`config.mk`:
```
export PLATFORM = sky130hd
export DESIGN_NAME = mod_if_id_reg
export DESIGN_NICKNAME = d
export VERILOG_FILES = /design/src/rtl/mips_pkg.sv /design/src/rtl/mod_ext_type_decode.sv /design/src/rtl/mod_if_id_reg.sv
export SDC_FILE = /design/constraint.sdc
export NUM_CORES = 1
export LEC_CHECK = 0
export CAP_MARGIN = 10
export CORE_ASPECT_RATIO = 0.6
export CORE_MARGIN = 4
export CORE_UTILIZATION = 32
export CTS_CLUSTER_SIZE = 14
export DETAILED_ROUTE_END_ITERATION = 12
export PLACE_DENSITY = 0.77
export SYNTH_ARGS = -nofsm -noshare
export SYNTH_HDL_FRONTEND = slang
export SYNTH_HIERARCHICAL = 1
export SYNTH_SLANG_ARGS = --single-unit
export TNS_END_PERCENT = 10
```
`constraint.sdc`:
```
create_clock -name clk -period 1.09 [get_ports clk]
set_input_delay 0.327 -clock clk [delete_from_list [all_inputs] [get_ports clk]]
set_output_delay 0.327 -clock clk [all_outputs]
set_load 0.01 [all_outputs]
```
`src/rtl/mips_pkg.sv`:
```
// Shared MIPS pipeline constants: logical-immediate opcodes, canonical NOP, extender modes.
package mips_pkg;

    localparam logic [5:0]  OP_ANDI   = 6'h0C;
    localparam logic [5:0]  OP_ORI    = 6'h0D;
    localparam logic [5:0]  OP_XORI   = 6'h0E;
    localparam logic [5:0]  OP_LUI    = 6'h0F;

    // sll $0,$0,0
    localparam logic [31:0] NOP_INSTR = 32'h0000_0000;

    localparam logic        EXT_ZERO  = 1'b0;
    localparam logic        EXT_SIGN  = 1'b1;

endpackage

```
`src/rtl/mod_ext_type_decode.sv`:
```
// Immediate extension mode from opcode: logical immediates zero-extend, all others sign-extend.
module mod_ext_type_decode
    import mips_pkg::*;
(
    input  logic [5:0] opcode,
    output logic       ext_type
);

    always_comb begin
        ext_type = EXT_SIGN;
        case (opcode)
            OP_ANDI, OP_ORI, OP_XORI, OP_LUI: ext_type = EXT_ZERO;
            default:                          ext_type = EXT_SIGN;
        endcase
    end

endmodule

```
`src/rtl/mod_if_id_reg.sv`:
```
// IF/ID pipeline register with stall/flush and field split.
// Optional perf counters enabled by defining IF_ID_PERF_CNT_EN.
module mod_if_id_reg #(
    parameter int unsigned        DATA_W    = 32,
    parameter logic [DATA_W-1:0]  NOP_INSTR = mips_pkg::NOP_INSTR
) (
    input  logic              clk,
    input  logic              rst,
    input  logic [DATA_W-1:0] if_instr,
    input  logic [DATA_W-1:0] if_pc_plus4,
    input  logic              if_valid,
    input  logic              stall,
    input  logic              flush,
    output logic [DATA_W-1:0] id_instr,
    output logic [DATA_W-1:0] id_pc_plus4,
    output logic              id_valid,
    output logic [5:0]        id_opcode,
    output logic [4:0]        id_rs,
    output logic [4:0]        id_rt,
    output logic [4:0]        id_rd,
    output logic [4:0]        id_shamt,
    output logic [5:0]        id_funct,
    output logic [15:0]       id_imm,
    output logic              id_extender_type
`ifdef IF_ID_PERF_CNT_EN
    ,
    output logic [31:0]       perf_stall_cnt,
    output logic [31:0]       perf_flush_cnt,
    output logic [31:0]       perf_bubble_cnt
`endif
);

    logic if_ext_type;

    mod_ext_type_decode u_ext_dec (
        .opcode   (if_instr[31:26]),
        .ext_type (if_ext_type)
    );

    always_ff @(posedge clk) begin
        if (rst) begin
            id_instr         <= NOP_INSTR;
            id_pc_plus4      <= '0;
            id_valid         <= 1'b0;
            id_extender_type <= mips_pkg::EXT_ZERO;
        end else if (flush) begin
            id_instr         <= NOP_INSTR;
            id_pc_plus4      <= if_pc_plus4;
            id_valid         <= 1'b0;
            id_extender_type <= mips_pkg::EXT_ZERO;
        end else if (!stall) begin
            id_pc_plus4 <= if_pc_plus4;
            id_valid    <= if_valid;
            // invalid slots are loaded as canonical bubbles
            if (if_valid) begin
                id_instr         <= if_instr;
                id_extender_type <= if_ext_type;
            end else begin
                id_instr         <= NOP_INSTR;
                id_extender_type <= mips_pkg::EXT_ZERO;
            end
        end
    end

    assign id_opcode = id_instr[31:26];
    assign id_rs     = id_instr[25:21];
    assign id_rt     = id_instr[20:16];
    assign id_rd     = id_instr[15:11];
    assign id_shamt  = id_instr[10:6];
    assign id_funct  = id_instr[5:0];
    assign id_imm    = id_instr[15:0];

`ifdef IF_ID_PERF_CNT_EN
    always_ff @(posedge clk) begin
        if (rst) begin
            perf_stall_cnt  <= '0;
            perf_flush_cnt  <= '0;
            perf_bubble_cnt <= '0;
        end else begin
            if (stall && !flush && perf_stall_cnt != '1)
                perf_stall_cnt <= perf_stall_cnt + 32'd1;
            if (flush && perf_flush_cnt != '1)
                perf_flush_cnt <= perf_flush_cnt + 32'd1;
            // edges that write a bubble: flush, or an unstalled load of an invalid slot
            if ((flush || (!stall && !if_valid)) && perf_bubble_cnt != '1)
                perf_bubble_cnt <= perf_bubble_cnt + 32'd1;
        end
    end
`endif

endmodule

```
---- Word-level counts from Yosys, hierarchy flattened ----
Cells that the tools add are included.
storage, ports and cells
  output and inout bits ................... 114
  bits in writable memories ............... 0
  memories kept ........................... 0
  word-level logic and storage cells ...... 16
  bits in registers ....................... 66
  latch bits .............................. 0
  bits in read-only memories .............. 0
operators by class
  multiplexer cells ....................... 5
  $lt $le $gt $ge ......................... 0
  shift operators ......................... 0
  div/mod/pow operators ................... 0
  eq/ne operators ......................... 5
  multipliers ............................. 0
  bitwise logic cells ..................... 0
  add/subtract/negate cells ............... 0
  reduce and logical (&&, ||, !) cells .... 2
operators with widths
  operator            number
  $mux 32             3
  $eq 6x4->1 const B  4
  $reduce_or 4->1     1
  $mux 1              2
  $ne 2x1->1 const B  1
  $reduce_or 2->1     1

---- Logic depth before layout (Yosys ltp) ----
  depth after elaboration ................. 4
  mapped depth ............................ 6
  depth with buffers taken out ............ 3

---- Cells and area by module ----
The synthesis kept the hierarchy.
by module, submodules not included
  module               instances  cells each  sequential area each (um^2)  area an instance (um^2)
  mod_if_id_reg        1          305         1321.3                       2646.3
  mod_ext_type_decode  1          1           0.0                          11.3

---- Least setup slack after synthesis ----
Ideal clock, no wire load.
  kind .................................... input to register
  from .................................... input stall
  to ...................................... register id_instr[16]
  data required time ...................... 0.973 ns
  data arrival time ....................... 0.976 ns
  setup slack ............................. -0.003 ns
  cell stages on the path ................. 6
  setup time .............................. 0.117 ns
  path through ............................ buf_4 -> nor2b_1 -> buf_4 -> buf_4 -> a22oi_1 -> nor2_1
RTL lines
  element               line                 source
  start, declared       mod_if_id_reg.sv:12  input logic stall,
  end signal, assigned  mod_if_id_reg.sv:56  id_instr <= if_instr;
  end, declared         mod_if_id_reg.sv:14  output logic [DATA_W-1:0] id_instr,

---- Final worst setup path ----
  from .................................... register id_instr[8]
  to ...................................... output id_imm[8]
RTL lines
  element        line                 source
  end, declared  mod_if_id_reg.sv:23  output logic [15:0] id_imm,
No word-level cell between the ends.

==> results.toml <==
[status]
status = "finished with violations"
violations = "setup timing"

[timing]
rsz0062_at_grt = "yes"
period_minus_slack_ps = 1140
max_freq_mhz = 880
holdWs_ps = 452
tightest_slew_ps = 326
drv_slew = 0
slew_headroom = 0.783
fin_worst_skew_ps = 0
finalSetupViolations = 102
fin_ws_ps = -46.2
finalCritPeriodShare = 1.04
hold_viol_final = 0

[global_routing]
grtUsageTotal = 0.161
grt_pass1_vias = 2524
gr-total-overflow = 0
grt_max_degree = 33
antenna_found_initial = 0
grt_pass1_wl_um = 12800

[yosys]
synth_enable_flop_cells = 0
synth_largest_area_cell = "dfxtp_1"
async_reset_ff_frac = 0
yosys_warnings = 6
synth_seq_cells = 66
synth_fp_nets = 375
synth_cell_types = 13
yosysMostFrequentCell = "dfxtp_1"
syn_area_per_cell_um2 = 8.68
synth_cells = 306
synth_top_area_frac = 0.497
synthFlopType = "dfxtp_1"
syn_area_mm2 = 0.00266
synth_commonest_cells = "66 x dfxtp_1, 64 x nand2_1, 54 x buf_4"
synth_top_cells_by_area = "dfxtp_1 50%, buf_4 15%, a22oi_1 9.3%, nand2_1 9.0%, a21oi_1 6.2%"
ys_seq_area_frac = 0.497

[critical_path]
path_delay_family = "flip-flops"
required_ps = 760
cp.depth = 1
crit_fanout = 4
cp-start-kind = "flop"
crit-reg2reg-capture = "id_instr[5]$_SDFFE_PP0N_"
rr_worst_depth = 3
slowest_stage = "dfxtp_4"
r2r-start = "id_instr[5]$_SDFFE_PP0N_"
rrSetupSlack_ps = 270
critPathKind = "flop to primary output"
crit_chain = "buf_2"
crit_path_end_kind = "primary output"
crit_arrival_ps = 810
max_stage_delay_ps = 360
cp_num_buf_inv = 1

[cts]
clockRootBuffer = "clkbuf_16"
htreeDepth = 3
cts_hold_buf = 0
clock_path_buffers = 2
clock-sinks = 66
cts_made_buffers = 9
cts_tree = "built"
clk_pin_slew_ps = 50
clk_latency_ps = 320

[detailed_routing]
wl_um = 8260
viasPerCell = 4.58
routedWlPerCell_um = 14.7
firstDrtPassIters = 4
drc = 0
vias = 2562
initialDrtViolationCount = 54
ant_nets = 0

[layout]
finalNetCount = 518
antenna_cells = 0
fin_cells = 560
layout-drive-gt1-share = 0.489
area_delta_synth_final_pct = 78.7

[power_and_ir_drop]
cellPowerDensity_mw_per_mm2 = 1300
p_leak_uw = 0.00209
power_uw = 6170
vdd_drop_max_mv = 1.01

[die]
boundaryPins = 183
coreArea_mm2 = 0.00798
chipWidth_um = 126
die_h_um = 78.6
start_util = 0.333
die_area_mm2 = 0.00987
num_rows = 25

[job]
maxCapViolCount = 0

[placement]
dp_slack_ps = -575
port_buffers = 182
gp_congestion = 0.754
dp_hpwl_um = 5990
place_inst = 543

[min_path]
worstHoldStart = "id_pc_plus4[11]$_SDFFE_PP0P_"
holdPathStages = 2
min_path_type = "flop to flop"
hold_path_end = "id_pc_plus4[11]$_SDFFE_PP0P_"
-- metal layers --
layer,GRT usage,vias to the layer above,share of wire
met3,0.0863,8,0.12
met5,0,-,0
li1,-,1247,-
met1,0.172,1188,0.38
met4,0.0465,0,0.0084
met2,0.277,119,0.50
-- cells by family (layout without fill, tap and decap cells) --
group           Yosys count  after routing  synth area share
flops                    66             66             0.497
buf+inv                  71            217             0.195
simple gates            103            103             0.152
compound gates           66             66             0.155
-- repair_timing --
action | CTS | global route
buffers inserted | 1 | 0
gates resized for setup | 597 | 45
endpoints found under the setup margin | 180 | 178
hold endpoints to repair | 0 | 0
cloned | 1 | 1
pin swaps | 0 | 3
-- sequential cells by signal (all words and copies together), names as in the netlist --
name and flops:
id_instr 32, id_valid 1, id_extender_type 1, id_pc_plus4 32
-- worst max path at each step --
stage / start / endpoint / slack (ps)
6_report: id_instr[8]$_SDFFE_PP0N_ / id_imm[8] / -50
5_1_grt: id_instr[8]$_SDFFE_PP0N_ / id_imm[8] / -80
4_1_cts: id_instr[13]$_SDFFE_PP0N_ / id_instr[13] / -60
3_5_place_dp: stall / id_pc_plus4[24]$_SDFFE_PP0P_ / -570
3_3_place_gp: stall / id_pc_plus4[28]$_SDFFE_PP0P_ / -490
2_1_floorplan: stall / id_instr[16]$_SDFFE_PP0N_ / -3
-- stage by stage --
| step | TNS [ps] | util | cell area [um^2] |
|---|---|---|---|
| 2_1_floorplan | -73.6 | - | 2660 |
| 3_3_place_gp | -44730 | 0.537 | 4290 |
| 3_5_place_dp | -49070 | 0.537 | 4290 |
| 4_1_cts | -3450 | 0.569 | 4540 |
| 5_1_grt | -6540 | 0.595 | 4750 |
| 6_report | -2240 | 0.595 | 4750 |
-- worst min-delay path: stages, from the launching register on --
cell and delay (ps):
dfxtp_2 320, nand2_1 50, a21oi_1 50
-- cell type report --
class | instances | area (um^2)
tap | 108 | 135
sequential | 66 | 1450
multi-input combinational | 169 | 850
clock inverter | 2 | 12.5
timing repair buffer | 203 | 2040
fill | 687 | 3230
clock buffer | 12 | 267
-- cells in the final DEF (no fill, tap or decap), types with 2 or more instances in the layout --
cell type,netlist,final
a21oi_1,33,33
a22oi_1,33,31
a22oi_2,0,2
buf_12,0,4
buf_2,4,26
buf_4,54,14
buf_6,6,90
clkbuf_16,0,9
clkbuf_8,0,3
clkdlybuf4s50_1,0,66
dfxtp_2,0,48
dfxtp_4,0,18
nand2_1,64,64
nor2_1,34,34
nor2b_4,0,2
-- power by group --
| part | leakage [uW] | switching [uW] | internal [uW] |
|---|---|---|---|
| logic | 0.00138 | 360 | 586 |
| registers | 0.000573 | 81.1 | 2500 |
| clock network | 0.000137 | 956 | 1690 |
Power figures use the tool's default switching activity.
